File: src/rtl/uart_rx.sv
// UART receiver on a 16x-oversample tick: start-bit validation, LSB-first data, stop check.
// Optional even-parity stage and parity_err port when UART_RX_PARITY_EN is defined.
module uart_rx #(
  parameter int DATA_BITS = 8,
  parameter int SB_TICKS  = 16
) (
  input  logic                 clk,
  input  logic                 rst,
  input  logic                 tick,
  input  logic                 rx,
  output logic [DATA_BITS-1:0] dout,
  output logic                 rx_done,
`ifdef UART_RX_PARITY_EN
  output logic                 parity_err,
`endif
  output logic                 frame_err
);

  localparam int NW = (DATA_BITS > 1) ? $clog2(DATA_BITS) : 1;
  localparam logic [NW-1:0] N_LAST = NW'(DATA_BITS - 1);
  localparam logic [NW-1:0] N_ONE  = NW'(1);
  localparam logic [4:0]    S_LAST = 5'(SB_TICKS - 1);

`ifdef UART_RX_PARITY_EN
  typedef enum logic [2:0] {IDLE = 3'd0, START = 3'd1, DATA = 3'd2, PARITY = 3'd3, STOP = 3'd4} state_t;
`else
  typedef enum logic [2:0] {IDLE = 3'd0, START = 3'd1, DATA = 3'd2, STOP = 3'd4} state_t;
`endif

  state_t                 state_r;
  logic [4:0]             s_r;
  logic [NW-1:0]          n_r;
  logic [DATA_BITS-1:0]   b_r;
  logic                   sync1_r;
  logic                   rx_s;
`ifdef UART_RX_PARITY_EN
  logic                   p_r;
`endif

  // Shift the new bit in at the MSB end so the first bit received ends up in bit 0.
  function automatic logic [DATA_BITS-1:0] shift_in(input logic [DATA_BITS-1:0] v, input logic bit_in);
    logic [DATA_BITS-1:0] t;
    t = v >> 1;
    t[DATA_BITS-1] = bit_in;
    return t;
  endfunction

  function automatic logic xor_reduce(input logic [DATA_BITS-1:0] v);
    return ^v;
  endfunction

  // Two-flop synchroniser for the asynchronous serial line, idling high.
  always_ff @(posedge clk or negedge rst) begin
    if (!rst) begin
      sync1_r <= 1'b1;
      rx_s    <= 1'b1;
    end else begin
      sync1_r <= rx;
      rx_s    <= sync1_r;
    end
  end

  // Receive FSM with registered outputs; IDLE reacts every clk, other states only on tick.
  always_ff @(posedge clk or negedge rst) begin
    if (!rst) begin
      state_r    <= IDLE;
      s_r        <= 5'd0;
      n_r        <= '0;
      b_r        <= '0;
      dout       <= '0;
      rx_done    <= 1'b0;
      frame_err  <= 1'b0;
`ifdef UART_RX_PARITY_EN
      p_r        <= 1'b0;
      parity_err <= 1'b0;
`endif
    end else begin
      rx_done <= 1'b0;
      case (state_r)
        IDLE: begin
          if (!rx_s) begin
            state_r <= START;
            s_r     <= 5'd0;
          end
        end
        START: begin
          if (tick) begin
            if (s_r == 5'd7) begin
              // A start bit still low at its centre is genuine; otherwise treat it as a glitch.
              if (!rx_s) begin
                state_r <= DATA;
                s_r     <= 5'd0;
                n_r     <= '0;
              end else begin
                state_r <= IDLE;
              end
            end else begin
              s_r <= s_r + 5'd1;
            end
          end
        end
        DATA: begin
          if (tick) begin
            if (s_r == 5'd15) begin
              s_r <= 5'd0;
              b_r <= shift_in(b_r, rx_s);
              if (n_r == N_LAST) begin
`ifdef UART_RX_PARITY_EN
                state_r <= PARITY;
`else
                state_r <= STOP;
`endif
              end else begin
                n_r <= n_r + N_ONE;
              end
            end else begin
              s_r <= s_r + 5'd1;
            end
          end
        end
`ifdef UART_RX_PARITY_EN
        PARITY: begin
          if (tick) begin
            if (s_r == 5'd15) begin
              s_r     <= 5'd0;
              p_r     <= rx_s;
              state_r <= STOP;
            end else begin
              s_r <= s_r + 5'd1;
            end
          end
        end
`endif
        STOP: begin
          if (tick) begin
            if (s_r == S_LAST) begin
              state_r    <= IDLE;
              dout       <= b_r;
              frame_err  <= ~rx_s;
              rx_done    <= 1'b1;
`ifdef UART_RX_PARITY_EN
              parity_err <= xor_reduce(b_r) ^ p_r;
`endif
            end else begin
              s_r <= s_r + 5'd1;
            end
          end
        end
        default: begin
          state_r <= IDLE;
          s_r     <= 5'd0;
        end
      endcase
    end
  end

`ifndef UART_RX_PARITY_EN
  logic unused_xr;
  assign unused_xr = xor_reduce(b_r);
`endif

endmodule
File: config.mk
export PLATFORM = sky130hd
export DESIGN_NAME = uart_rx
export DESIGN_NICKNAME = d
export VERILOG_FILES = /design/src/rtl/uart_rx.sv
export SDC_FILE = /design/constraint.sdc
export NUM_CORES = 1
export LEC_CHECK = 0
export BUFFER_PORTS_ARGS = -buffer_cell sky130_fd_sc_hd__buf_4
export CAP_MARGIN = 30
export CORE_MARGIN = 2
export CORE_UTILIZATION = 30
export CTS_BUF_LIST = sky130_fd_sc_hd__clkbuf_2 sky130_fd_sc_hd__clkbuf_4 sky130_fd_sc_hd__clkbuf_8
export CTS_CLUSTER_SIZE = 16
export DETAILED_ROUTE_END_ITERATION = 6
export GPL_TIMING_DRIVEN = 0
export PLACE_DENSITY = 0.49
export SYNTH_ARGS = -nofsm -noshare
export SYNTH_HDL_FRONTEND = slang
export SYNTH_SLANG_ARGS = --single-unit
export TNS_END_PERCENT = 1
File: constraint.sdc
create_clock -name clk -period 2.1 [get_ports clk]
set_input_delay 0.315 -clock clk [delete_from_list [all_inputs] [get_ports clk]]
set_output_delay 0.315 -clock clk [all_outputs]
set_load 0.01 [all_outputs]
* Word level (Yosys, flattened, before mapping)
Index checks and enable logic that the tools add are counted.
Word-level totals: output and inout bits 10, flip-flop bits (word level) 31, word-level logic and storage cells 64, bits of input ports 4
Operators by class: reduce and logical (&&, ||, !) cells 7, mux-type cells 28, add/sub/neg operators 2, bitwise gates (word level) 1, equality and inequality tests 17
Operators with widths (number):
- 3-bit two-way mux | 14
- 5-bit two-way mux | 7
- 2-bit inequality test (second input constant) | 11
- 5-bit one-hot mux with 4 select lines | 1
- 3-bit one-hot mux with 4 select lines | 1
- 8-bit AND reduction | 1
- 7-bit AND reduction | 1
- 3-bit == test (second input constant) | 2
- 3-bit one-hot mux with 2 select lines | 1
- 3-bit AND reduction | 2
- 5-bit by 1-bit adder with 5-bit output (second input constant) | 1
- 5-bit by 3-bit == test with 1-bit output (second input constant) | 1
- 5-bit by 4-bit == test with 1-bit output (second input constant) | 1
- 4-bit AND reduction | 1
- 3-bit by 1-bit adder with 3-bit output (second input constant) | 1
- 3-bit by 1-bit == test with 1-bit output (second input constant) | 1
- 3-bit by 2-bit == test with 1-bit output (second input constant) | 1
- 3-bit zero test | 1
- 1-bit two-way mux | 3
- 2-bit two-way mux | 1
- 2-bit nonzero test | 1
- 1-bit inverter | 1

* Depth between registers and ports, before layout
depth in word-level cells 5, gate-level depth with buffers 7, mapped depth without buffers 7

* Worst setup path before layout
OpenSTA, ideal clock, no wires.
kind reg2reg, start point register s_r[0], end point register s_r[3], data required time 1978 ps, cell stages (with the launch flop) 7, buffers on the path 1, period minus slack after synthesis 1699 ps, slack 401 ps, library setup time 122 ps, arrival time 1577 ps, cell sequence dfrtp_1 > ha_1 > and4b_1 > buf_4 > mux2_2 > a22o_1 > a32o_1
Between the ends: longest elaborated chain between the ends 4, elaborated cells on any way between the ends 12, those cells by class add/sub (1); eq/ne (3); mux (7); reduce/logical (1)
RTL lines:
- from (decl) | RTL line 31 | logic [4:0] s_r;
- from (signal assigned) | RTL line 98 | s_r <= s_r + 5'd1;
- from (signal assigned) | RTL line 117 | s_r <= s_r + 5'd1;
- from (signal assigned) | RTL line 145 | s_r <= s_r + 5'd1;
- 5-bit by 1-bit adder with 5-bit output (tied with other cells) | RTL line 98, 117, 145
- 5-bit two-way mux, on equally long branches | RTL line 136, 104, 88
- 5-bit two-way mux, on equally long branches | RTL line 135, 103, 87
- 5-bit one-hot mux with 4 select lines | RTL line 79 | case (state_r)
Parallel ways exist; a longest one is shown, timed or not. The select of a mux whose other input is x is not followed. A chain may end at the register's enable or synchronous reset.

* Final worst setup path
start point register s_r[0], end point register n_r[0]
Between the ends: longest elaborated chain between the ends 3, elaborated cells on any way between the ends 5, those cells by class eq/ne (4); reduce/logical (1)
RTL lines:
- 5-bit by 4-bit == test with 1-bit output / 5-bit by 3-bit == test with 1-bit output (equally long branches) | RTL line 104, 88
- 2-bit inequality test (no line)
- 7-bit AND reduction (no line) (*)
- to (signal assigned) | RTL line 114 | n_r <= n_r + N_ONE;
- to (decl) | RTL line 32 | logic [NW-1:0] n_r;
Mark *: on every way between the ends. The rest lies on a longest branch, timed or not.

==> flow_metrics.tcl <==
set metrics [dict create \
    synth.cell_area_mm2 0.00162 \
    initial_utilization 0.313 \
    postSynthCellCount 141 \
    powerDensity_mw_per_mm2 881 \
    insertion_delay_ps 280 \
    core-area_mm2 0.00517 \
    path_buf_inv 0 \
    crit_chain "ha_1 -> and4bb_1 -> o22ai_1 -> nor4_4 -> mux2_4" \
    yosysSeqAreaShare 0.481 \
    clock_skew_ps 3.31 \
    relSlewSlack 0.661 \
    async_reset_ff_frac 1.00 \
    grt_overflow 0 \
    viasPerCell 4.78 \
    gp_congestion 0.830 \
    ys.flop_type "dfrtp_1" \
    final_util 0.377 \
    path_max_fanout 6 \
    holdWs_ps 142 \
    worstMarginPinSlew_ps 508 \
    worstPathRequired_ps 2260 \
    dpl.hpwl_mm 2.20 \
    fill_cells 504 \
    seqCellArea_um2 778 \
    fin_nets 170 \
    cp-end-kind "flop" \
    ys_types 45 \
    wl_per_cell_um 13.2 \
    num_antenna_cells 0 \
    slew_viol_final 0 \
    worst_slack_ps 203 \
    peakVddDrop_uv 424 \
    period_share 0.903 \
    setup_violations 0 \
    clockBufferDepth 2 \
    ant_nets 0 \
    synthTopCellsByArea "dfrtp_1 45%, mux2_2 12%, dfstp_2 3.2%, ha_1 3.1%, nor2_1 2.3%" \
    cts_tree "done" \
    groute.usage.overall 0.115 \
    layout-drive-gt1-share 0.319 \
    cts_sinks 31 \
    worstPathArrival_ps 2060 \
    drc_errors 0 \
    via_count 1114 \
    drt-total-wl_mm 3.08 \
    grt_pass1_vias 1162 \
    max_freq_mhz 527 \
    die_h_um 77.5 \
    crit_path_start_kind "flop" \
    setup_tns_ps 0 \
    crit_family "simple AND/OR/NAND/NOR gates" \
    ctsResizeCount 0 \
    synthesis.nets 149 \
    placed_area_mm2 0.00180 \
    synth-seq-cells 31 \
    mostFrequentLayoutCells "29 x dfrtp_1, 17 x mux2_2, 15 x buf_4, 10 x nor2_1, 8 x inv_1" \
    slowest_delay_ps 390 \
    p_leak_nw 0.922 \
    hp-class "in -> reg" \
    syn2layout_area_growth_pct 20.5 \
    avgSynthCellArea_um2 11.5 \
    postCtsSetupBuffers 0 \
    status "finished, final reports clean" \
    grt_pass1_wl_mm 5.43 \
    dr.pass1.iters 4 \
    die_area_mm2 0.00600 \
    rows 26 \
    slowest_stage "dfrtp_1" \
    cts_inserted_buffers 5 \
    synth_edf_count 0 \
    cap_violations 0 \
    cts_root_buffer "clkbuf_8" \
    drt_iter0_drc 123 \
    synth_top_area_share 0.448 \
    rsz0062_at_grt "no" \
    ctsHoldBuffers 1 \
    htreeDepth 2 \
    multi_input_area_um2 752 \
    finalInstanceArea_mm2 0.00195 \
    antenna_found_initial 0 \
    path_class "reg -> reg" \
    dieWidth_um 77.5 \
    yosysWarnings 0 \
    period_needed_ps 1900 \
    pin_count 14 \
    path_clk_slew_ps 60 \
    synth_top_cell_by_area "dfrtp_1" \
    post-place-ws_ps 226 \
    finalHoldViolCount 0 \
    grt_max_degree 32 \
    mostFrequentLayoutCell "dfrtp_1" \
    port_buffers 13 \
]
==> logic make-up (layout without fill, tap and decap cells) <==
logic type | Yosys count | in the layout | share of synthesized area
AOI/OAI and AO/OA | 29 | 29 | 0.130
xor gates and xnor gates | 2 | 2 | 0.0108
adders and majority gates | 4 | 4 | 0.0309
buffers and inverters | 17 | 39 | 0.0549
DFF | 31 | 31 | 0.481
muxes | 20 | 20 | 0.140
and+or+nand+nor | 38 | 38 | 0.153
==> worst paths after layout <==
kind	cells past startpoint	start	slack (ps)	to
worst max-delay path	5	s_r[0]	200	n_r[0]
worst min-delay path	1	rx	140	sync1_r
worst max register to register	5	s_r[0]	200	n_r[0]
worst min register to register	0	sync1_r	360	rx_s
max in group asynchronous	2	rst	1270	sync1_r
min in group asynchronous	2	rst	500	state_r[2]
==> sequential cells by signal, summed over array words and instances, names as in the netlist <==
signal     cells
b_r            8
n_r            3
rx_done        1
sync1_r        1
dout           8
frame_err      1
rx_s           1
s_r            5
state_r        3
==> area by class of cell <==
| type | instances | area share |
|---|---|---|
| tap | 70 | 0.0449 |
| timing repair buffer | 14 | 0.0552 |
| inverter | 8 | 0.0154 |
| multi-input combinational | 93 | 0.386 |
| buffer | 9 | 0.0301 |
| clock inverter | 2 | 0.0308 |
| clock buffer | 6 | 0.0391 |
| sequential | 31 | 0.399 |
==> Yosys cell counts, drive strengths merged (3+ instances only) <==
| library cell | number |
|---|---|
| nand2b | 5 |
| nor3 | 3 |
| nor2 | 10 |
| nand3 | 5 |
| nand4 | 3 |
| nand2 | 5 |
| a21oi | 4 |
| buf | 6 |
| o21ai | 9 |
| clkbuf | 3 |
| mux2 | 18 |
| dfrtp | 29 |
| inv | 8 |
| ha | 4 |
==> power by group <==
group | internal (mW) | total, mW | switching (mW)
registers | 0.666 | 0.730 | 0.0635
logic | 0.136 | 0.286 | 0.150
clock network | 0.487 | 0.702 | 0.216
total | 1.29 | 1.72 | 0.429
==> per-layer routing <==
layer | vias up | routed length, µm | share of wire | track usage
met4 | 0 | 27 | 0.0088 | 0.0464
met3 | 4 | 153 | 0.050 | 0.0349
met5 | - | 0 | 0 | 0
met2 | 24 | 1520 | 0.49 | 0.183
met1 | 539 | 1380 | 0.45 | 0.146
li1 | 547 | - | - | -
==> per-stage QoR <==
stage                     power [mW]  cells
after floorplan                0.950    141
after global placement          1.01    224
after detailed placement        1.03    224
after CTS                       1.74    233
after global routing            1.83    233
final                           1.72    233
Power figures use the tool's default switching activity.
